<file path="config.mk">
export PLATFORM = sky130hd
export DESIGN_NAME = choice_update_unit
export DESIGN_NICKNAME = d
export VERILOG_FILES = /design/src/rtl/choice_pkg.sv /design/src/rtl/choice_update_fifo.sv /design/src/rtl/choice_update_unit.sv
export SDC_FILE = /design/constraint.sdc
export NUM_CORES = 1
export LEC_CHECK = 0
export ABC_AREA = 1
export BUFFER_PORTS_ARGS = -buffer_cell sky130_fd_sc_hd__buf_4
export CAP_MARGIN = 10
export CORE_MARGIN = 10
export CORE_UTILIZATION = 59
export DETAILED_ROUTE_END_ITERATION = 10
export HOLD_SLACK_MARGIN = 0.15
export PLACE_DENSITY = 0.76
export SLEW_MARGIN = 25
export SYNTH_ARGS = -nofsm -noshare
export SYNTH_HDL_FRONTEND = slang
export SYNTH_SLANG_ARGS = --single-unit
</file>
<file path="constraint.sdc">
create_clock -name clk_i -period 3.05 [get_ports clk_i]
set_input_delay 0.305 -clock clk_i [delete_from_list [all_inputs] [get_ports clk_i]]
set_output_delay 0.305 -clock clk_i [all_outputs]
set_load 0.01 [all_outputs]
</file>
<file path="src/rtl/choice_pkg.sv">
// rtl/choice_pkg.sv - shared types, constants and counter update rule for the choice update path
package choice_pkg;

    localparam int HIST_W = 12;
    localparam int CTR_W  = 3;
    localparam int DEPTH  = 8;
    localparam int CNT_W  = $clog2(DEPTH + 1);

    localparam logic [CTR_W-1:0] CTR_MAX  = 3'd7;
    localparam logic [CTR_W-1:0] CTR_INIT = 3'b100;

    typedef struct packed {
        logic [HIST_W-1:0] hist;
        logic              lp;
        logic              gp;
    } choice_entry_t;

    typedef struct packed {
        logic              valid;
        logic [HIST_W-1:0] hist;
        logic              lp_ok;
        logic              gp_ok;
    } choice_upd_t;

    // Move toward whichever component alone was right; saturate at both ends.
    function automatic logic [CTR_W-1:0] choice_next(input logic [CTR_W-1:0] old_ctr,
                                                    input logic             lp_ok,
                                                    input logic             gp_ok);
        logic [CTR_W-1:0] nxt;
        nxt = old_ctr;
        if (gp_ok && !lp_ok && old_ctr != CTR_MAX) begin
            nxt = old_ctr + 1'b1;
        end else if (lp_ok && !gp_ok && old_ctr != '0) begin
            nxt = old_ctr - 1'b1;
        end
        return nxt;
    endfunction

endpackage

</file>
<file path="src/rtl/choice_update_fifo.sv">
// rtl/choice_update_fifo.sv - in-order queue of outstanding predictions with flush and occupancy count
module choice_update_fifo
    import choice_pkg::*;
#(
    parameter int DEPTH_P = DEPTH,
    parameter int CNT_W_P = $clog2(DEPTH_P + 1)
) (
    input  logic               clk_i,
    input  logic               rst_ni,
    input  logic               flush_i,
    input  logic               push_i,
    input  choice_entry_t      push_data_i,
    input  logic               pop_i,
    output choice_entry_t      pop_data_o,
    output logic [CNT_W_P-1:0] count_o,
    output logic               full_o,
    output logic               empty_o
);

    localparam int PTR_W = $clog2(DEPTH_P);

    choice_entry_t      mem_q [DEPTH_P];
    logic [PTR_W-1:0]   head_q, tail_q;
    logic [CNT_W_P-1:0] count_q;
    logic               do_push, do_pop;

    assign full_o  = (count_q == CNT_W_P'(DEPTH_P));
    assign empty_o = (count_q == '0);

    // Flush masks both ends so a same-cycle push or pop is dropped.
    assign do_push = push_i && !full_o && !flush_i;
    assign do_pop  = pop_i && !empty_o && !flush_i;

    always_ff @(posedge clk_i or negedge rst_ni) begin
        if (!rst_ni) begin
            head_q  <= '0;
            tail_q  <= '0;
            count_q <= '0;
        end else if (flush_i) begin
            head_q  <= '0;
            tail_q  <= '0;
            count_q <= '0;
        end else begin
            if (do_push) begin
                tail_q <= tail_q + 1'b1;
            end
            if (do_pop) begin
                head_q <= head_q + 1'b1;
            end
            count_q <= count_q + CNT_W_P'(do_push) - CNT_W_P'(do_pop);
        end
    end

    always_ff @(posedge clk_i) begin
        if (do_push) begin
            mem_q[tail_q] <= push_data_i;
        end
    end

    assign pop_data_o = mem_q[head_q];
    assign count_o    = count_q;

endmodule

</file>
<file path="src/rtl/choice_update_unit.sv">
// rtl/choice_update_unit.sv - queues predictions and read-modify-writes the choice counter on resolution
module choice_update_unit
    import choice_pkg::*;
(
    input  logic              clk_i,
    input  logic              rst_ni,
    input  logic              pred_valid_i,
    output logic              pred_ready_o,
    input  logic [HIST_W-1:0] pred_hist_i,
    input  logic              pred_lp_i,
    input  logic              pred_gp_i,
    input  logic              res_valid_i,
    output logic              res_ready_o,
    input  logic              res_taken_i,
    input  logic              flush_i,
    output logic [HIST_W-1:0] tbl_rd_addr_o,
    input  logic [CTR_W-1:0]  tbl_rd_data_i,
    output logic              tbl_wr_en_o,
    output logic [HIST_W-1:0] tbl_wr_addr_o,
    output logic [CTR_W-1:0]  tbl_wr_data_o,
    output logic [CNT_W-1:0]  count_o
);

    choice_entry_t     push_entry, head_entry;
    logic              fifo_full, fifo_empty, pop_fire;

    choice_upd_t       r_q, r_d;
    logic              w_valid_q, w_valid_d;
    logic [HIST_W-1:0] w_hist_q, w_hist_d;
    logic [CTR_W-1:0]  w_data_q, w_data_d;
    logic [CTR_W-1:0]  old_ctr, new_ctr;

    assign push_entry = '{hist: pred_hist_i, lp: pred_lp_i, gp: pred_gp_i};

    choice_update_fifo #(.DEPTH_P(DEPTH), .CNT_W_P(CNT_W)) u_fifo (
        .clk_i       (clk_i),
        .rst_ni      (rst_ni),
        .flush_i     (flush_i),
        .push_i      (pred_valid_i),
        .push_data_i (push_entry),
        .pop_i       (res_valid_i),
        .pop_data_o  (head_entry),
        .count_o     (count_o),
        .full_o      (fifo_full),
        .empty_o     (fifo_empty)
    );

    assign pred_ready_o = !fifo_full && !flush_i;
    assign res_ready_o  = !fifo_empty && !flush_i;
    assign pop_fire     = res_valid_i && res_ready_o;

    // A write still sitting in W has not reached the table yet, so it overrides the read.
    assign tbl_rd_addr_o = r_q.hist;
    assign old_ctr = (w_valid_q && (w_hist_q == r_q.hist)) ? w_data_q : tbl_rd_data_i;
    assign new_ctr = choice_next(old_ctr, r_q.lp_ok, r_q.gp_ok);

    always_comb begin
        r_d       = r_q;
        r_d.valid = pop_fire;
        if (pop_fire) begin
            r_d.hist  = head_entry.hist;
            r_d.lp_ok = (head_entry.lp == res_taken_i);
            r_d.gp_ok = (head_entry.gp == res_taken_i);
        end

        w_valid_d = r_q.valid && (new_ctr != old_ctr);
        w_hist_d  = w_hist_q;
        w_data_d  = w_data_q;
        if (r_q.valid) begin
            w_hist_d = r_q.hist;
            w_data_d = new_ctr;
        end
    end

    always_ff @(posedge clk_i or negedge rst_ni) begin
        if (!rst_ni) begin
            r_q       <= '0;
            w_valid_q <= 1'b0;
            w_hist_q  <= '0;
            w_data_q  <= '0;
        end else begin
            r_q       <= r_d;
            w_valid_q <= w_valid_d;
            w_hist_q  <= w_hist_d;
            w_data_q  <= w_data_d;
        end
    end

    assign tbl_wr_en_o   = w_valid_q;
    assign tbl_wr_addr_o = w_hist_q;
    assign tbl_wr_data_o = w_data_q;

endmodule
</file>
==> Word-level counts from Yosys, hierarchy flattened <==
Memories as Yosys holds them, arrays and structs flattened.
Index checks and enable logic that the tools add are counted.
{ "word_totals": {"reg_bits": 41, "mem_bits_rw": 112, "inputBits": 23, "output_inout_bits": 34, "wordCells": 55, "n_memories": 1} }
{ "op_classes": {"add_sub_neg": 6, "eq_ne": 6, "n_mux": 10, "n_reduce_logical": 22} }
{ "mem_list": {"columns": ["name", "words", "word_bits", "read_ports", "rd_ports_with_merged_regs", "write_ports", "line", "source"], "rows": [
  ["u_fifo.mem_q", 8, 14, 1, 0, 1, "choice_update_fifo.sv:22", "choice_entry_t mem_q [DEPTH_P];"]
]} }
{ "ops": {"columns": ["op", "count"], "rows": [
  ["two-way mux 3 bit", 7],
  ["logical AND 1 bit", 13],
  ["equality test 12 bit", 1],
  ["adder 3 x 1 -> 3 bit (second input constant)", 3],
  ["logical NOT 1 bit", 5],
  ["adder 4 x 1 -> 4 bit", 1],
  ["equality test 4 bit (second input constant)", 1],
  ["logical NOT 4 bit", 1],
  ["two-way mux 4 bit", 1],
  ["nonzero test 2 bit", 2],
  ["subtractor 4 x 1 -> 4 bit", 1],
  ["inequality test 3 bit", 1],
  ["inequality test 3 bit (second input constant)", 1],
  ["nonzero test 3 bit", 1],
  ["subtractor 3 x 1 -> 3 bit (second input constant)", 1],
  ["equality test 1 bit", 2],
  ["two-way mux 1 bit", 2]
]} }

==> Logic depth before layout (Yosys ltp) <==
Gate-level depths: netlist (run 1).
{ "depth": {"word_depth": 9, "mapped_depth": 21} }

==> Hierarchy <==
Synthesis (run 1) repeated with hierarchy kept, for this count alone.
{ "unflattened": {"hier_cells": 803, "hier_area_um2": 7300.8} }
{ "modules_own_cells": {"columns": ["module", "n_inst", "cells_each", "area_per_inst_um2"], "rows": [
  ["choice_update_fifo", 1, 573, 5560.3],
  ["choice_update_unit", 1, 230, 1740.4]
]} }

==> Worst setup path before layout (run 1) <==
OpenSTA, ideal clock, no wires.
{ "synth_timing": {"path_kind": "register -> register", "startpoint": "register w_hist_q[1], in the netlist tbl_wr_addr_o[1]", "endpoint": "register w_data_q[1], in the netlist tbl_wr_data_o[1]", "setup_ns": 0.116, "arrival_time_ns": 2.230, "required_ns": 2.934, "setup_slack_ns": 0.703, "path_stages_with_launch": 20, "period_less_slack_ns": 2.347, "cell_sequence": "dfrtp_1 -> inv_1 -> nand2_1 -> nand2_1 -> nor2_2 -> nand2_2 -> nor2_4 -> nand3_2 -> nand2_2 -> clkinv_1 -> ha_1 -> ha_1 -> nor3_1 -> inv_1 -> nor2_1 -> nand2_1 -> nand2_1 -> nand2_1 -> nand2_1 -> nand2_1"} }
{ "synth_via": {"elab_chain_cells": 7, "word_cells_on_any_way": 11, "classes_between": "add/sub: 2; eq/ne: 2; mux: 3; reduce/logical: 4"} }
{ "synth_rtl": {"columns": ["element", "line", "source"], "rows": [
  ["start, declared", "choice_update_unit.sv:29", "logic [HIST_W-1:0] w_hist_q, w_hist_d;"],
  ["start signal, assigned", "choice_update_unit.sv:84", "w_hist_q <= w_hist_d;"],
  ["equality test 12 bit *", "choice_update_unit.sv:54", "assign old_ctr = (w_valid_q && (w_hist_q == r_q.hist)) ? w_data_q : tbl_rd_data_i;"],
  ["logical AND 1 bit *", "choice_update_unit.sv:54", null],
  ["two-way mux 3 bit *", "choice_update_unit.sv:54", null],
  ["branches (longest 3 deep; another with subtractor 3 x 1 -> 3 bit)", null, null],
  ["two-way mux 3 bit *", "choice_pkg.sv:31", "if (gp_ok && !lp_ok && old_ctr != CTR_MAX) begin"],
  ["end signal, assigned", "choice_update_unit.sv:85", "w_data_q <= w_data_d;"],
  ["end, declared", "choice_update_unit.sv:30", "logic [CTR_W-1:0] w_data_q, w_data_d;"]
]} }
Mark *: on every way between the ends.
A chain may end at the register's enable or synchronous reset.

==> Worst setup path after layout (run 1) <==
{ "layout_timing": {"startpoint": "register r_q, in the netlist tbl_rd_addr_o[9]", "endpoint": "register w_data_q[1], in the netlist tbl_wr_data_o[1]"} }
{ "layout_via": {"elab_chain_cells": 7, "word_cells_on_any_way": 11, "classes_between": "add/sub: 2; eq/ne: 2; mux: 3; reduce/logical: 4"} }
{ "layout_rtl": {"columns": ["element", "line", "source"], "rows": [
  ["start, declared", "choice_update_unit.sv:27", "choice_upd_t r_q, r_d;"],
  ["start signal, assigned", "choice_update_unit.sv:82", "r_q <= r_d;"],
  ["equality test 12 bit *", "choice_update_unit.sv:54", null],
  ["logical AND 1 bit *", "choice_update_unit.sv:54", null],
  ["two-way mux 3 bit *", "choice_update_unit.sv:54", null],
  ["branches (longest 3 deep; another with subtractor 3 x 1 -> 3 bit)", null, null],
  ["two-way mux 3 bit *", "choice_pkg.sv:31", null]
]} }
Marked as above.

==> results of run 1 <==
## area by class of cell
class / instances / share of cell area, %
repair buffers: 86 / 8.63
multi-input cells: 349 / 23.6
clock buffers: 17 / 5.36
clock inverters: 14 / 2.57
flip-flops and latches: 153 / 55.3
inverters: 50 / 2.39
well taps: 140 / 2.21
## final timing paths
path | slack (ns) | end
worst max-delay path | 0.42 | tbl_wr_data_o[1]
worst min-delay path | 0.19 | u_fifo.tail_q[2]
worst max register to register | 0.42 | tbl_wr_data_o[1]
worst min register to register | 0.53 | tbl_wr_addr_o[8]
max in group asynchronous | 2.26 | u_fifo.head_q[0]
min in group asynchronous | 0.41 | u_fifo.count_o[2]
## worst max-delay path, stage by stage, from the launching register on
cell and delay [ns]:
dfrtp_1 0.40, inv_1 0.08, nand2_1 0.10, nand2_1 0.06
nor2_1 0.11, nand2_1 0.10, nor2_4 0.11, nand3_2 0.10
nand2_2 0.10, clkinv_1 0.10, ha_1 0.23, ha_1 0.23
nor3_2 0.29, inv_1 0.15, nor2_1 0.11, nand2_1 0.06
nand2_1 0.06, nand2_1 0.04, nand2_1 0.05, nand2_1 0.05
## sequential cells by signal, indices dropped and copies added (netlist names)
register,count
r_q,3
tbl_rd_addr_o,12
tbl_wr_addr_o,12
tbl_wr_data_o,3
tbl_wr_en_o,1
u_fifo.count_o,4
u_fifo.head_q,3
u_fifo.mem_q,112
u_fifo.tail_q,3
## power breakdown
part | switching, mW | internal [mW]
clock network | 0.796 | 1.44
logic | 1.24 | 0.821
registers | 0.280 | 2.52
total | 2.32 | 4.77
## synth_stat cells, drive strengths merged
cell type and n:
xnor2 2, a21o 1, nor2 86, xor2 1
nor3 2, inv 48, ha 11, nand3 9
a31oi 2, a21oi 6, dfrtp 41, edfxtp 112
o221ai 12, clkinv 2, nand4 1, o211ai 14
mux2i 14, o32ai 13, clkbuf 10, o21ai 64
buf 26, o22ai 2, fa 1, nand2 108
## cell families (layout without fill, tap and decap cells)
family | after synthesis | after routing
XOR/XNOR | 3 | 3
buffers and inverters | 86 | 167
multiplexers | 14 | 14
AO/OA/AOI/OAI | 114 | 114
adder cells (fa/ha/maj) | 12 | 12
AND/OR/NAND/NOR | 206 | 206
flip-flops | 153 | 153
## through the flow
step	utilization, %	instance area [um^2]	instances	total power [mW]
finish	72.3	7940	809	7.09
floorplan	-	6680	588	4.23
global route	72.3	7940	809	7.49
detailed placement	65.1	7150	762	4.86
CTS	72.3	7940	809	7.12
global placement	65.1	7150	762	4.78
## repair_timing
| action | in CTS | in global routing |
|---|---|---|
| resized for setup | 0 | 1 |
| hold buffers | 16 | 0 |
| endpoints found under the hold margin | 157 | 0 |
| setup endpoints to repair | 0 | 1 |
## metal layers
layer	wire length (um)	GRT usage, %
met1	6440	23.5
met3	884	4.62
met5	0	0
met2	7150	29.2
met4	344	7.90
==> impl_results.md, run 1 <==
* DP Worst Slack at 0.395 ns
* Die width at 126 um
* # setup viols final at 0
* CTS Buffer Depth at 2
* Via density at 5.67
* Clk root buf: clkbuf_16
* Post-synthesis cell type count at 34
* Rows at 38
* Power density cells at 893 nW/um^2
* Most frequent cells in the layout: 112 x edfxtp_1, 102 x nand2_1, 81 x nor2_1, 70 x buf_4, 53 x o21ai_0
* HP Class: in -> reg
* Synth-to-layout area growth at 18.9%
* Share of cells above drive strength 1 at 17.5%
* Outcome: complete, no violations
* IO Pins at 57
* Crit path from: tbl_rd_addr_o[9]
* Final period util at 86.1%
* Hpwl dp at 9.25 mm
* Xor and xnor area share after synthesis at 0.393%
* Cell Area, Synth at 6680 um^2
* Syn Inst Count at 588
* Sequential fraction of the synthesis area at 65.7%
* Initial antenna violation count at 0
* Crit Path Class: reg -> reg
* R2R cell count at 19
* CP arrival at 2.93 ns
* Synth area leader: edfxtp_1
* Num CTS Buffers at 17
* Seq. cell area at 4390 um^2
* Total grt overflow at 0
* Endpoints failing hold at 0
* Pins Over Slew Limit at 0
* CP Max Fanout at 4
* Post-DR wirelength/cell at 18.3 um
* Post-route setup slack at 0.423 ns
* Maximum clock rate at 381 MHz
* Hold_sp: pred_valid_i
* Simple-gate share of the synthesized area at 12.4%
* Largest family of logic cells by synthesized area: simple AND/OR/NAND/NOR gates
* Num Clock Sinks at 153
* First-pass GRT wire length at 23.3 mm
* Worst hold margin at 0.191 ns
* Pleak at 3.17 nW
* Port Buf Inserts at 56
* Vias in the first global route at 4502
* # Post-CTS Setup Buffers at 0
* Worst EP required at 3.36 ns
* Syn Area/Cell at 11.4 um^2
* Setup TNS at 0 ns
* Crit path launch type: flip-flop
* Largest net degree at the start of global routing at 45
* Area fraction in compound gates after synthesis at 10.6%
* Most common cell after layout, fill and taps aside: edfxtp_1
* DRC violations left at 0
* Final Wtd Congestion at 0.868
* DR vias at 4586
* Core Footprint at 11000 um^2
* DRT Pass-1 Iters at 5
* Multi-input logic area at 1870 um^2
* CTS clk-pin slew, worst paths at 0.06 ns
* Initial Util at 60.8%
* RSZ-0062 raised after global routing: no
* Die height at 126 um
* VDD IR max at 0.000553 V
* Gr usage total at 18.4%
* Synthesized flop and latch total at 153
* Antenna cells at 0
* TritonCTS clock tree: built
* Initial DRC Count at 434
* Syn Nets at 623
* Final ANT Viol Nets at 0
* Die ar. at 16000 um^2
* Layout Nets at 692
* Period minus WS final at 2.63 ns
* Maxcap violations at 0
* Final WL at 14.8 mm
* Critical Path End Type: flip-flop
* Tightest Pin Transition at 0.613 ns
* Mux cell area share after synthesis at 2.10%
* Clock Skews at 0.00507 ns
* Yosys warnings at 0
* Fillers at 746
* R2R Path Start: tbl_rd_addr_o[9]
* Worst rel slew slack at 59.2%
* Later-pin clock latency in the skew report at 0.41 ns
* Synth area leaders: edfxtp_1 50%, dfrtp_1 15%, nand2_1 5.7%
* Hold Path Cell Cnt at 3
* Share of the synthesized area in the top cell type at 50.4%
* Area share of fa/ha/maj cells after synthesis at 2.36%
* Max H-tree Level at 4
Power figures use the tool's default switching activity.
==> inputs of run 2 (changes only) <==
--- a/config.mk
+++ b/config.mk
@@ -12,7 +12,7 @@
 export CORE_UTILIZATION = 59
 export DETAILED_ROUTE_END_ITERATION = 10
 export HOLD_SLACK_MARGIN = 0.15
-export PLACE_DENSITY = 0.76
+export PLACE_DENSITY = 0.79
 export SLEW_MARGIN = 25
 export SYNTH_ARGS = -nofsm -noshare
 export SYNTH_HDL_FRONTEND = slang
==> run 2 against run 1 <==
Via count up 1.1%. Final cell count grew 0.12%. Count of clock-buffer cells in the layout is 2 higher. Sequential power about the same. Sequential share of layout area is 0.81 points higher. Setup slack worse by 0.10 ns. Sequential cell count unchanged. Worst hold slack gained 0.022 ns. Total power shrank 5.4%. Combinational power grew 2%. Clock skew rose by 0.0030 ns. Critical path type unchanged. Largest cell class unchanged. Highest routed layer unchanged.
==> impl_results.md, run 2 (synthesized netlist as in run 1, its figures left out) <==
* Reg2reg setup slack at 0.32 ns (-0.10 ns)
* Synth-to-layout area growth at 17.2%
* DRT Pass-1 Iters at 5 (unchanged)
* Vias in the first global route at 4485 (-0.38%)
* Hold_sp: pred_valid_i
* Initial DRC Count at 453 (+4.4%)
* Power density cells at 857 nW/um^2 (-4.0%)
* Seq. cell area at 4390 um^2 (unchanged)
* Multi-input logic area at 1870 um^2 (-0.27%)
* Max Used Layer: met4
* DR vias at 4635 (+1.1%)
* Rows at 38 (unchanged)
* Final period util at 89.5% (+3.4 points)
* Final Wtd Congestion at 0.882 (+1.7%)
* Num CTS Buffers at 17 (unchanged)
* CP Max Fanout at 4 (unchanged)
* Final WL at 14.7 mm (-0.78%)
* Core Footprint at 11000 um^2 (unchanged)
* Period minus WS final at 2.73 ns (+0.102 ns)
* CP arrival at 3.04 ns (+0.11 ns)
* Clock Skews at 0.00809 ns (+0.00302 ns)
* Die width at 126 um (unchanged)
* Met3 WL at 1.05 mm (+19%)
* Port Buf Inserts at 56 (unchanged)
* Worst EP required at 3.36 ns (about the same)
* Hold path endpoint: u_fifo.tail_q[2]
* Hold Path Cell Cnt at 3 (unchanged)
* Clk root buf: clkbuf_16
* Initial Util at 60.8% (unchanged)
* R2R cell count at 19 (unchanged)
* Layout Nets at 692 (unchanged)
* Endpoints failing hold at 0 (unchanged)
* # setup viols final at 0 (unchanged)
* Share of cells above drive strength 1 at 16.6% (-0.92 points)
* Via density at 5.72 (+0.94%)
* First-pass GRT wire length at 22.7 mm (-2.5%)
* IO Pins at 57 (unchanged)
* Most frequent cells in the layout: 112 x edfxtp_1, 102 x nand2_1, 81 x nor2_1, 70 x buf_4, 53 x o21ai_0
* Crit Path Class: reg -> reg
* CTS Buffer Depth at 2 (unchanged)
* Later-pin clock latency in the skew report at 0.41 ns (about the same)
* Maximum clock rate at 366 MHz (-3.8%)
* Post-DR wirelength/cell at 18.1 um (-0.90%)
* CTS clk-pin slew, worst paths at 0.06 ns (about the same)
* Crit path launch type: flip-flop
* Final ANT Viol Nets at 0 (unchanged)
* Most common cell after layout, fill and taps aside: edfxtp_1
* RR Endpoint: tbl_wr_data_o[1]
* Total grt overflow at 0 (unchanged)
* DRC violations left at 0 (unchanged)
* VDD IR max at 0.000444 V (-20%)
* Initial antenna violation count at 0 (unchanged)
* DP Worst Slack at 0.365 ns (-0.0296 ns)
* Final core utilization at 71.3% (-1.0 points)
* Outcome: complete, no violations
* TritonCTS clock tree: built
* Worst rel slew slack at 39.9% (-19 points)
* Antenna cells at 0 (unchanged)
* Met2 WL at 7.33 mm (+2.6%)
* Die ar. at 16000 um^2 (unchanged)
* Critical Path End Type: flip-flop
* Pleak at 3.12 nW (-1.7%)
* RSZ-0062 raised after global routing: no
* HP Class: in -> reg
* Die height at 126 um (unchanged)
* Gr usage total at 17.9% (-0.48 points)
* # Post-CTS Setup Buffers at 0 (unchanged)
* Maxcap violations at 0 (unchanged)
* Fillers at 735 (-1.5%)
* Pins Over Slew Limit at 0 (unchanged)
* Top reg by flops: u_fifo.mem_q
* Hpwl dp at 9.15 mm (-1.1%)
* Tightest Pin Transition at 0.896 ns (+0.284 ns)
* R2R Path Start: tbl_rd_addr_o[9]
* Num Clock Sinks at 153 (unchanged)
* Post-route setup slack at 0.321 ns (-0.102 ns)
* Largest net degree at the start of global routing at 59 (+31%)
* Setup TNS at 0 ns (unchanged)
* Max H-tree Level at 4 (unchanged)
* Max FFs per register at 112 (unchanged)
* M1 WL at 6.12 mm (-5.0%)
## run 2: changes by cell type in the layout (fill, tap and decap cells not counted)
cell	before	now
clkinv_2	2	3
clkbuf_1	0	2
nor3_2	1	0
clkinv_1	5	9
inv_6	1	0
bufinv_16	5	1
clkinv_4	1	0
nor3_1	1	2
## run 2: per-stage QoR
step | hold slack [ns] | std cells | power (mW) | area (um^2)
6_report | 0.214 | 810 | 6.71 | 7830
5_1_grt | 0.212 | 810 | 7.10 | 7830
4_1_cts | 0.198 | 810 | 6.73 | 7830
3_5_place_dp | 0.325 | 762 | 4.86 | 7150
3_3_place_gp | 0.317 | 762 | 4.78 | 7150
2_1_floorplan | 0.00941 | 588 | 4.23 | 6680
## run 2: worst max path at each step
stage	startpoint	end	slack, ns	cells after the start
finish	tbl_rd_addr_o[9]	tbl_wr_data_o[1]	0.32	19
global route	tbl_wr_addr_o[1]	tbl_wr_data_o[1]	0.06	19
global placement	tbl_wr_addr_o[1]	tbl_wr_data_o[1]	0.55	19
floorplan	tbl_wr_addr_o[1]	tbl_wr_data_o[1]	0.70	19
detailed placement	tbl_wr_addr_o[1]	tbl_wr_data_o[1]	0.37	19
CTS	tbl_wr_addr_o[1]	tbl_wr_data_o[1]	0.35	19
## run 2: worst max-delay path, stage by stage (launching register included)
cell      delay [ns]
dfrtp_1         0.39
inv_1           0.09
nand2_1         0.09
nand2_1         0.06
nor2_1          0.12
nand2_1         0.11
nor2_4          0.11
nand3_2         0.09
nand2_2         0.11
clkinv_1        0.09
ha_1            0.21
ha_1            0.21
nor3_1          0.36
inv_1           0.16
nor2_1          0.13
nand2_1         0.08
nand2_1         0.07
nand2_1         0.04
nand2_1         0.05
nand2_1         0.05
## run 2: report_power, final
part / switching (mW) / internal, mW / total, mW / leakage [nW]
registers: 0.250 / 2.52 / 2.77 / 1.53
logic: 1.27 / 0.824 / 2.10 / 1.34
clock network: 0.749 / 1.09 / 1.84 / 0.249
total: 2.27 / 4.44 / 6.71 / 3.12
## run 2: timing repair
item | in CTS | in global routing
hold buffers | 16 | 0
hold endpoints to repair | 157 | 0
resized for setup | 0 | 0
## run 2: routing by layer
layer,GRT usage [%],vias to the layer above
met5,0,-
met4,7.37,0
met3,5.33,24
met2,29.5,191
met1,21.6,2245
li1,-,2175
## run 2: layout make-up
| type | instances | area share (%) |
|---|---|---|
| Sequential cell | 153 | 56.1 |
| Multi-Input combinational cell | 349 | 23.8 |
| Timing Repair Buffer | 86 | 8.76 |
| Clock buffer | 19 | 5.53 |
| Inverter | 50 | 2.43 |
| Tap cell | 140 | 2.24 |
| Clock inverter | 13 | 1.10 |
